$ cat config.mk
export PLATFORM = sky130hd
export DESIGN_NAME = sp_fifo_arb_ctrl
export DESIGN_NICKNAME = d
export VERILOG_FILES = /design/src/rtl/sp_fifo_pkg.sv /design/src/rtl/sp_fifo_arb_ctrl_rr_arb2.sv /design/src/rtl/sp_fifo_arb_ctrl.sv
export SDC_FILE = /design/constraint.sdc
export NUM_CORES = 1
export LEC_CHECK = 0
export ABC_AREA = 1
export BUFFER_PORTS_ARGS = -buffer_cell sky130_fd_sc_hd__buf_2
export CAP_MARGIN = 10
export CORE_MARGIN = 2
export CORE_UTILIZATION = 43
export CTS_CLUSTER_DIAMETER = 80
export DETAILED_ROUTE_END_ITERATION = 8
export PLACE_DENSITY = 0.87
export SLEW_MARGIN = 20
export SYNTH_ARGS = -nofsm -noshare
export SYNTH_HDL_FRONTEND = slang
export SYNTH_SLANG_ARGS = --single-unit
$ cat constraint.sdc
create_clock -name clk -period 3.55 [get_ports clk]
set_clock_uncertainty 0.05 [all_clocks]
set_input_delay 0 -clock clk [delete_from_list [all_inputs] [get_ports clk]]
set_output_delay 0 -clock clk [all_outputs]
set_load 0.01 [all_outputs]
$ cat src/rtl/sp_fifo_pkg.sv
// Shared types and default sizes for the sp_fifo arbitration controller.
// Optional statistics counters are enabled with SP_FIFO_ARB_STATS_EN.
package sp_fifo_pkg;

   localparam int DW_DEF    = 8;
   localparam int DEPTH_DEF = 16;
   localparam int CW_DEF    = 5;

   typedef enum logic {
      GNT_P0 = 1'b0,
      GNT_P1 = 1'b1
   } grant_t;

   typedef logic [DW_DEF-1:0] data_t;

   localparam logic [15:0] STAT_MAX = 16'hFFFF;

endpackage

$ cat src/rtl/sp_fifo_arb_ctrl_rr_arb2.sv
// Two-way round-robin arbiter; the last grant is remembered only when
// the caller reports that the grant was actually used.
module rr_arb2
   import sp_fifo_pkg::*;
(
   input  logic       clk,
   input  logic       rst_n,
   input  logic [1:0] req,
   input  logic       advance,
   output logic [1:0] gnt
);

   grant_t r_last;

   always_comb begin
      gnt = 2'b00;
      unique case (req)
         2'b01:   gnt = 2'b01;
         2'b10:   gnt = 2'b10;
         2'b11:   gnt = (r_last == GNT_P0) ? 2'b10 : 2'b01;
         default: gnt = 2'b00;
      endcase
   end

   // Reset to P1 so that P0 wins the first contended cycle.
   always_ff @(posedge clk or negedge rst_n) begin
      if (!rst_n) begin
         r_last <= GNT_P1;
      end else if (advance) begin
         r_last <= gnt[1] ? GNT_P1 : GNT_P0;
      end
   end

endmodule

$ cat src/rtl/sp_fifo_arb_ctrl.sv
// Flag/arbitration controller in front of a flagless 16x8 sp_fifo.
// Define SP_FIFO_ARB_STATS_EN to add wr_cnt0/wr_cnt1/ovf_cnt outputs.
module sp_fifo_arb_ctrl
   import sp_fifo_pkg::*;
#(
   parameter int DW    = DW_DEF,
   parameter int DEPTH = DEPTH_DEF,
   parameter int CW    = CW_DEF
) (
   input  logic          clk,
   input  logic          rst_n,
   input  logic          p0_valid,
   input  logic [DW-1:0] p0_data,
   output logic          p0_ready,
   input  logic          p1_valid,
   input  logic [DW-1:0] p1_data,
   output logic          p1_ready,
   input  logic          c_req,
   output logic [DW-1:0] c_data,
   output logic          c_valid,
   output logic          fifo_wr_en,
   output logic [DW-1:0] fifo_din,
   output logic          fifo_rd_en,
   input  logic [DW-1:0] fifo_dout,
`ifdef SP_FIFO_ARB_STATS_EN
   output logic [15:0]   wr_cnt0,
   output logic [15:0]   wr_cnt1,
   output logic [15:0]   ovf_cnt,
`endif
   output logic [CW-1:0] count,
   output logic          full,
   output logic          empty
);

   localparam logic [CW-1:0] LP_DEPTH = CW'(DEPTH);

   logic [CW-1:0] r_count;
   logic          r_c_valid;
   logic          w_full;
   logic          w_empty;
   logic [1:0]    w_req;
   logic [1:0]    w_gnt;
   logic          w_wr;
   logic          w_rd;

   assign w_full  = (r_count == LP_DEPTH);
   assign w_empty = (r_count == '0);

   // A full FIFO takes no write even if a read frees a slot this cycle.
   assign w_req = {p1_valid, p0_valid} & {2{rst_n & ~w_full}};

   rr_arb2 u_arb (
      .clk     (clk),
      .rst_n   (rst_n),
      .req     (w_req),
      .advance (w_wr),
      .gnt     (w_gnt)
   );

   assign w_wr = |w_gnt;
   assign w_rd = rst_n & c_req & ~w_empty;

   assign p0_ready   = w_gnt[0];
   assign p1_ready   = w_gnt[1];
   assign fifo_wr_en = w_wr;
   assign fifo_din   = w_gnt[1] ? p1_data : p0_data;
   assign fifo_rd_en = w_rd;

   always_ff @(posedge clk or negedge rst_n) begin
      if (!rst_n) begin
         r_count   <= '0;
         r_c_valid <= 1'b0;
      end else begin
         r_c_valid <= w_rd;
         unique case ({w_wr, w_rd})
            2'b10:   r_count <= r_count + CW'(1);
            2'b01:   r_count <= r_count - CW'(1);
            default: r_count <= r_count;
         endcase
      end
   end

   assign count   = r_count;
   assign full    = w_full;
   assign empty   = w_empty;
   assign c_valid = r_c_valid;
   assign c_data  = fifo_dout;

`ifdef SP_FIFO_ARB_STATS_EN
   logic [15:0] r_wr_cnt0;
   logic [15:0] r_wr_cnt1;
   logic [15:0] r_ovf_cnt;
   logic        w_ovf;

   assign w_ovf = w_full & (p0_valid | p1_valid);

   always_ff @(posedge clk or negedge rst_n) begin
      if (!rst_n) begin
         r_wr_cnt0 <= '0;
         r_wr_cnt1 <= '0;
         r_ovf_cnt <= '0;
      end else begin
         if (w_gnt[0] && r_wr_cnt0 != STAT_MAX) begin
            r_wr_cnt0 <= r_wr_cnt0 + 16'd1;
         end
         if (w_gnt[1] && r_wr_cnt1 != STAT_MAX) begin
            r_wr_cnt1 <= r_wr_cnt1 + 16'd1;
         end
         if (w_ovf && r_ovf_cnt != STAT_MAX) begin
            r_ovf_cnt <= r_ovf_cnt + 16'd1;
         end
      end
   end

   assign wr_cnt0 = r_wr_cnt0;
   assign wr_cnt1 = r_wr_cnt1;
   assign ovf_cnt = r_ovf_cnt;
`endif

endmodule

# Word-level counts from Yosys, hierarchy flattened
# Cells that the tools add are included.
# op_classes
n_mux	5
addsub	2
n_reduce_logical	3
bitwise_logic	6
eq_ne	6
# ops
operator	n
$pmux W5 S2	1
$mux W8	1
$eq A2 B2 Y1 const B	3
$pmux W2 S3	1
$add A5 B1 Y5 const B	1
$eq A5 B5 Y1 const B	1
$logic_not A5 Y1	1
$sub A5 B1 Y5 const B	1
$eq A2 B1 Y1 const B	2
$and A1 B1 Y1	3
$and A2 B2 Y2	1
$mux W2	1
$not A1 Y1	2
$reduce_bool A2 Y1	1
$reduce_or A2 Y1	1
$mux W1	1
# word_totals
reg_bits	7
word_cells	25

# Depth between registers and ports, before layout
# logic_depth
word_depth	9
ltp_mapped	15

# Modules after synthesis
# Synthesis repeated with hierarchy kept, for this count alone.
# hier_totals
cells_unflattened	91
hier_area_um2	709.4
# by_module_without_submodules
mod	area_each_um2	cells_per_inst	instances
sp_fifo_arb_ctrl	646.9	81	1
rr_arb2	62.6	10	1

# Worst setup path after synthesis
# OpenSTA, ideal clock, no wires.
# synth_path
kind	register to register
start	reg r_count[4] (netlist: count[4])
end	reg r_count[3] (netlist: count[3])
arrival_time_ps	2059
required_ps	3383
period_less_slack_ps	2227
path_slack_ps	1323
path_buffers	1
stages_incl_launch_ff	12
setup_time_ps	117
cell_sequence	dfrtp_1 buf_4 nand4_4 nand2_1 a21oi_1 inv_1 ha_1 ha_1 a21oi_1 nand3b_1 nand3_1 nand2_1
# synth_between
elab_chain_cells	9
# synth_lines
element	line_no	text
start: declaration	sp_fifo_arb_ctrl.sv:37	logic [CW-1:0] r_count;
start signal: assignment	sp_fifo_arb_ctrl.sv:76	2'b10: r_count <= r_count + CW'(1);
start signal: assignment	sp_fifo_arb_ctrl.sv:77	2'b01: r_count <= r_count - CW'(1);
start signal: assignment	sp_fifo_arb_ctrl.sv:78	default: r_count <= r_count;
$eq A5 B5 Y1 *	sp_fifo_arb_ctrl.sv:46	assign w_full = (r_count == LP_DEPTH);
$not A1 Y1 *	sp_fifo_arb_ctrl.sv:50	assign w_req = {p1_valid, p0_valid} & {2{rst_n & ~w_full}};
$and A1 B1 Y1 *	sp_fifo_arb_ctrl.sv:50	
$and A2 B2 Y2 *	sp_fifo_arb_ctrl.sv:50	
$eq A2 B2 Y1 / $eq A2 B1 Y1 (equally long branches)	sp_fifo_arb_ctrl_rr_arb2.sv:17	unique case (req)
$pmux W2 S3 *	sp_fifo_arb_ctrl_rr_arb2.sv:17	
$reduce_or A2 Y1 *	sp_fifo_arb_ctrl.sv:60	assign w_wr = |w_gnt;
net fifo_wr_en	sp_fifo_arb_ctrl.sv:21	output logic fifo_wr_en,
$eq A2 B1 Y1 / $eq A2 B2 Y1 (equally long branches)	sp_fifo_arb_ctrl.sv:75	unique case ({w_wr, w_rd})
$pmux W5 S2 / $reduce_bool A2 Y1 (equally long branches)	--	
# The timed path passes the listed nets; every way through them passes the cells marked *.
# A chain may end at the register's enable or synchronous reset.

# Final worst setup path
# layout_path
start	reg r_count[1] (netlist: count[1])
end	reg r_count[4] (netlist: count[4])
# layout_between
elab_chain_cells	9
# layout_lines
element	line_no
$eq A5 B5 Y1	sp_fifo_arb_ctrl.sv:46
$not A1 Y1	sp_fifo_arb_ctrl.sv:50
$and A1 B1 Y1	sp_fifo_arb_ctrl.sv:50
$and A2 B2 Y2	sp_fifo_arb_ctrl.sv:50
$eq A2 B2 Y1 / $eq A2 B1 Y1 (equally long branches)	sp_fifo_arb_ctrl_rr_arb2.sv:17
$pmux W2 S3	sp_fifo_arb_ctrl_rr_arb2.sv:17
$reduce_or A2 Y1	sp_fifo_arb_ctrl.sv:60
$eq A2 B1 Y1 / $eq A2 B2 Y1 (equally long branches)	sp_fifo_arb_ctrl.sv:75
$pmux W5 S2 / $reduce_bool A2 Y1 (equally long branches)	--
# Parallel ways exist; a longest one is shown, timed or not.

==> metrics <==
design area=0.00104 mm^2; WHS Path Cells=4; crit path capture type=flop; P per Cell Area=566 mW/mm^2; R2R depth=15; core area=0.00171 mm^2; port buffer count=40; Crit Path Max Fanout=12; final hold vios=0; Die Footprint=0.00213 mm^2; initial core utilization=44.8%; Ant. Diodes=0; total number of vias=831; post-CTS setup buffer count=0; root buffer cell=clkbuf_4; synth warn=0; Routed WL per cell=11.0 um; Max-cap violations=0; Die Width=46.2 um; Clock Path Buffers=2; Post-synth top cells=nand2_1 (33), inv_1 (14), buf_4 (9), nand4_1 (8), dfrtp_1 (6); H-tree depth=1; r2r endpoint=count[4]$_DFFE_PN0P_; Area contributors post-synth=dfrtp_1 (20%), nand2_1 (16%), buf_4 (8.8%), inv_1 (6.9%), ha_1 (6.5%); Clock Pin Slew Worst Setup and Hold Paths=0.05 ns; main flop type after synthesis=dfrtp_1; number of global-route vias before repair=681; endpoints failing setup=0; CTS tree=built; normalized max-slew margin=72.5%; Hold WC Path Type=input pin to flop; Tot GR Track Use=17.8%; Detailed Route Iter0 Violations=19; Setup crit start kind=flop; Mapped Area=764 um^2; critical path arrival=2.61 ns; Max Clk Rate=405 MHz; num ports=57; DP Area=908 um^2; #FFs+latches synth=7; cell taking the most area after synthesis=dfrtp_1; clk_lat worst skew=0.25 ns; fillcell total=161; synthesized net count=140; most common cell in the netlist=nand2_1; layout cells sized above 1=35.1%; synthesized area per cell=7.21 um^2; number of enable flip-flop cells after synthesis=0; Slew Limit Fails=0; GRT Residual Overflow=0; FP Rows=15; nets=183; Tmin final=2.47 ns; outcome=finished, final reports clean; CTS Sinks=7; routed wire length=1900 um; post-route ant nets=0; setup TNS=0 ns; CTS buffer count=3; post-synth top area share=19.6%; R2R Setup Slk=1.08 ns; dpl hpwl=1490 um; Final Wtd Congestion=0.935; RSZ-0062 raised after global routing=no; CP required=3.69 ns; Worst Hold End=u_arb.r_last$_DFFE_PN1P_; post-synthesis sequential area ratio=23.1%; ys async rst share=100%; DRC Markers=0; initial antenna violation count=0; final cycle utilization of the critical path=69.5%; Post-Route Utilization=60.7%; Worst VDD drop=0.485 mV; Lkg Pwr=0.000613 uW; mean number of vias per cell=4.80; Die Height=46.2 um; worst slew pin tran=0.413 ns; largest net degree at the start of global routing=20; synth unique cells=25; min-delay src=p0_valid; CTS resizes=0; first-pass GRT wire length=2690 um; drt first pass iters=4; Critical R2R Launch=count[1]$_DFFE_PN0P_; Area Overhead vs Synth=35.5%; Syn Inst Count=106; CP Class=flop to flop
## area by class of cell
class | instances | area (um^2) | area share, %
inverter | 15 | 56.3 | 5.43
tap | 25 | 31.3 | 3.02
timing repair buffer | 50 | 300 | 29.0
sequential | 7 | 176 | 17.0
multi-input combinational | 72 | 444 | 42.9
clock inverter | 1 | 5.00 | 0.483
clock buffer | 3 | 22.5 | 2.17
## sequential cells by signal, indices dropped and copies added (netlist names)
| signal | flops |
|---|---|
| u_arb.r_last | 1 |
| count | 5 |
| c_valid | 1 |
## through the flow
stage                     hold slack [ns]  power, uW  setup WS, ns  cells
after detailed placement          -0.0969        500          1.16    159
after CTS                           0.125        588          1.10    173
after global placement             -0.110        492          1.32    159
after floorplan                    -0.346        413          1.32    106
final                               0.116        586          1.08    173
after global routing                0.142        640         0.872    173
## repair_timing
action                                  4_1_cts  5_1_grt
hold buffers                                 10        0
endpoints found under the setup margin        0        0
hold endpoints to repair                     16        0
## kinds of logic after synthesis
logic type / share of synthesized area (%)
adders and majority gates: 9.17
AOI/OAI and AO/OA: 7.04
and+or+nand+nor: 38.5
xor gates and xnor gates: 3.44
DFF: 23.1
buffers and inverters: 18.8
## where the power goes
| part | switching (uW) | leakage, uW | internal (uW) |
|---|---|---|---|
| combinational | 201 | 0.000511 | 143 |
| sequential | 53.4 | 0.0000846 | 117 |
| clock | 30.5 | 0.0000177 | 41.2 |
| total | 285 | 0.000613 | 301 |
## worst max-delay path, cell delays in order (launching register included)
cell and delay [ns]:
dfrtp_1 0.45, nor2_4 0.16, nand4_4 0.21, nand2_1 0.12
a21oi_1 0.05, inv_1 0.06, ha_1 0.30, inv_1 0.11
fa_1 0.41, inv_1 0.11, nand3_1 0.08, nand2_1 0.08
nand2_1 0.05, nand2_1 0.05, nand2_1 0.04, nand2_1 0.05
## layer usage
layer  GRT usage, %  part of all wire [%]  vias to the layer above
met2           34.4                    48                       59
li1               -                     -                      414
met5              0                     0                        -
met3           4.31                    12                        3
met4           6.86                   1.1                        0
met1           17.6                    39                      355
## worst max path at each step
stage                               from              endpoint
global route        count[1]$_DFFE_PN0P_  count[4]$_DFFE_PN0P_
finish              count[1]$_DFFE_PN0P_  count[4]$_DFFE_PN0P_
floorplan           count[4]$_DFFE_PN0P_  count[3]$_DFFE_PN0P_
detailed placement  count[1]$_DFFE_PN0P_  count[4]$_DFFE_PN0P_
CTS                 count[1]$_DFFE_PN0P_  count[4]$_DFFE_PN0P_
global placement    count[1]$_DFFE_PN0P_  count[4]$_DFFE_PN0P_
## cell usage in the layout, fill, tap and decap left out, drive strengths merged
| cell | netlist | final |
|---|---|---|
| a21oi | 4 | 4 |
| buf | 11 | 40 |
| clkbuf | 1 | 3 |
| clkinv | 0 | 1 |
| dfrtp | 6 | 6 |
| dfstp | 1 | 1 |
| dlygate4sd3 | 0 | 10 |
| fa | 1 | 1 |
| ha | 4 | 4 |
| inv | 15 | 15 |
| nand2 | 34 | 34 |
| nand3 | 6 | 6 |
| nand3b | 1 | 1 |
| nand4 | 9 | 9 |
| nor2 | 6 | 6 |
| o211ai | 1 | 1 |
| o21ai | 3 | 3 |
| xnor2 | 2 | 2 |
| xor2 | 1 | 1 |
Power figures use the tool's default switching activity.
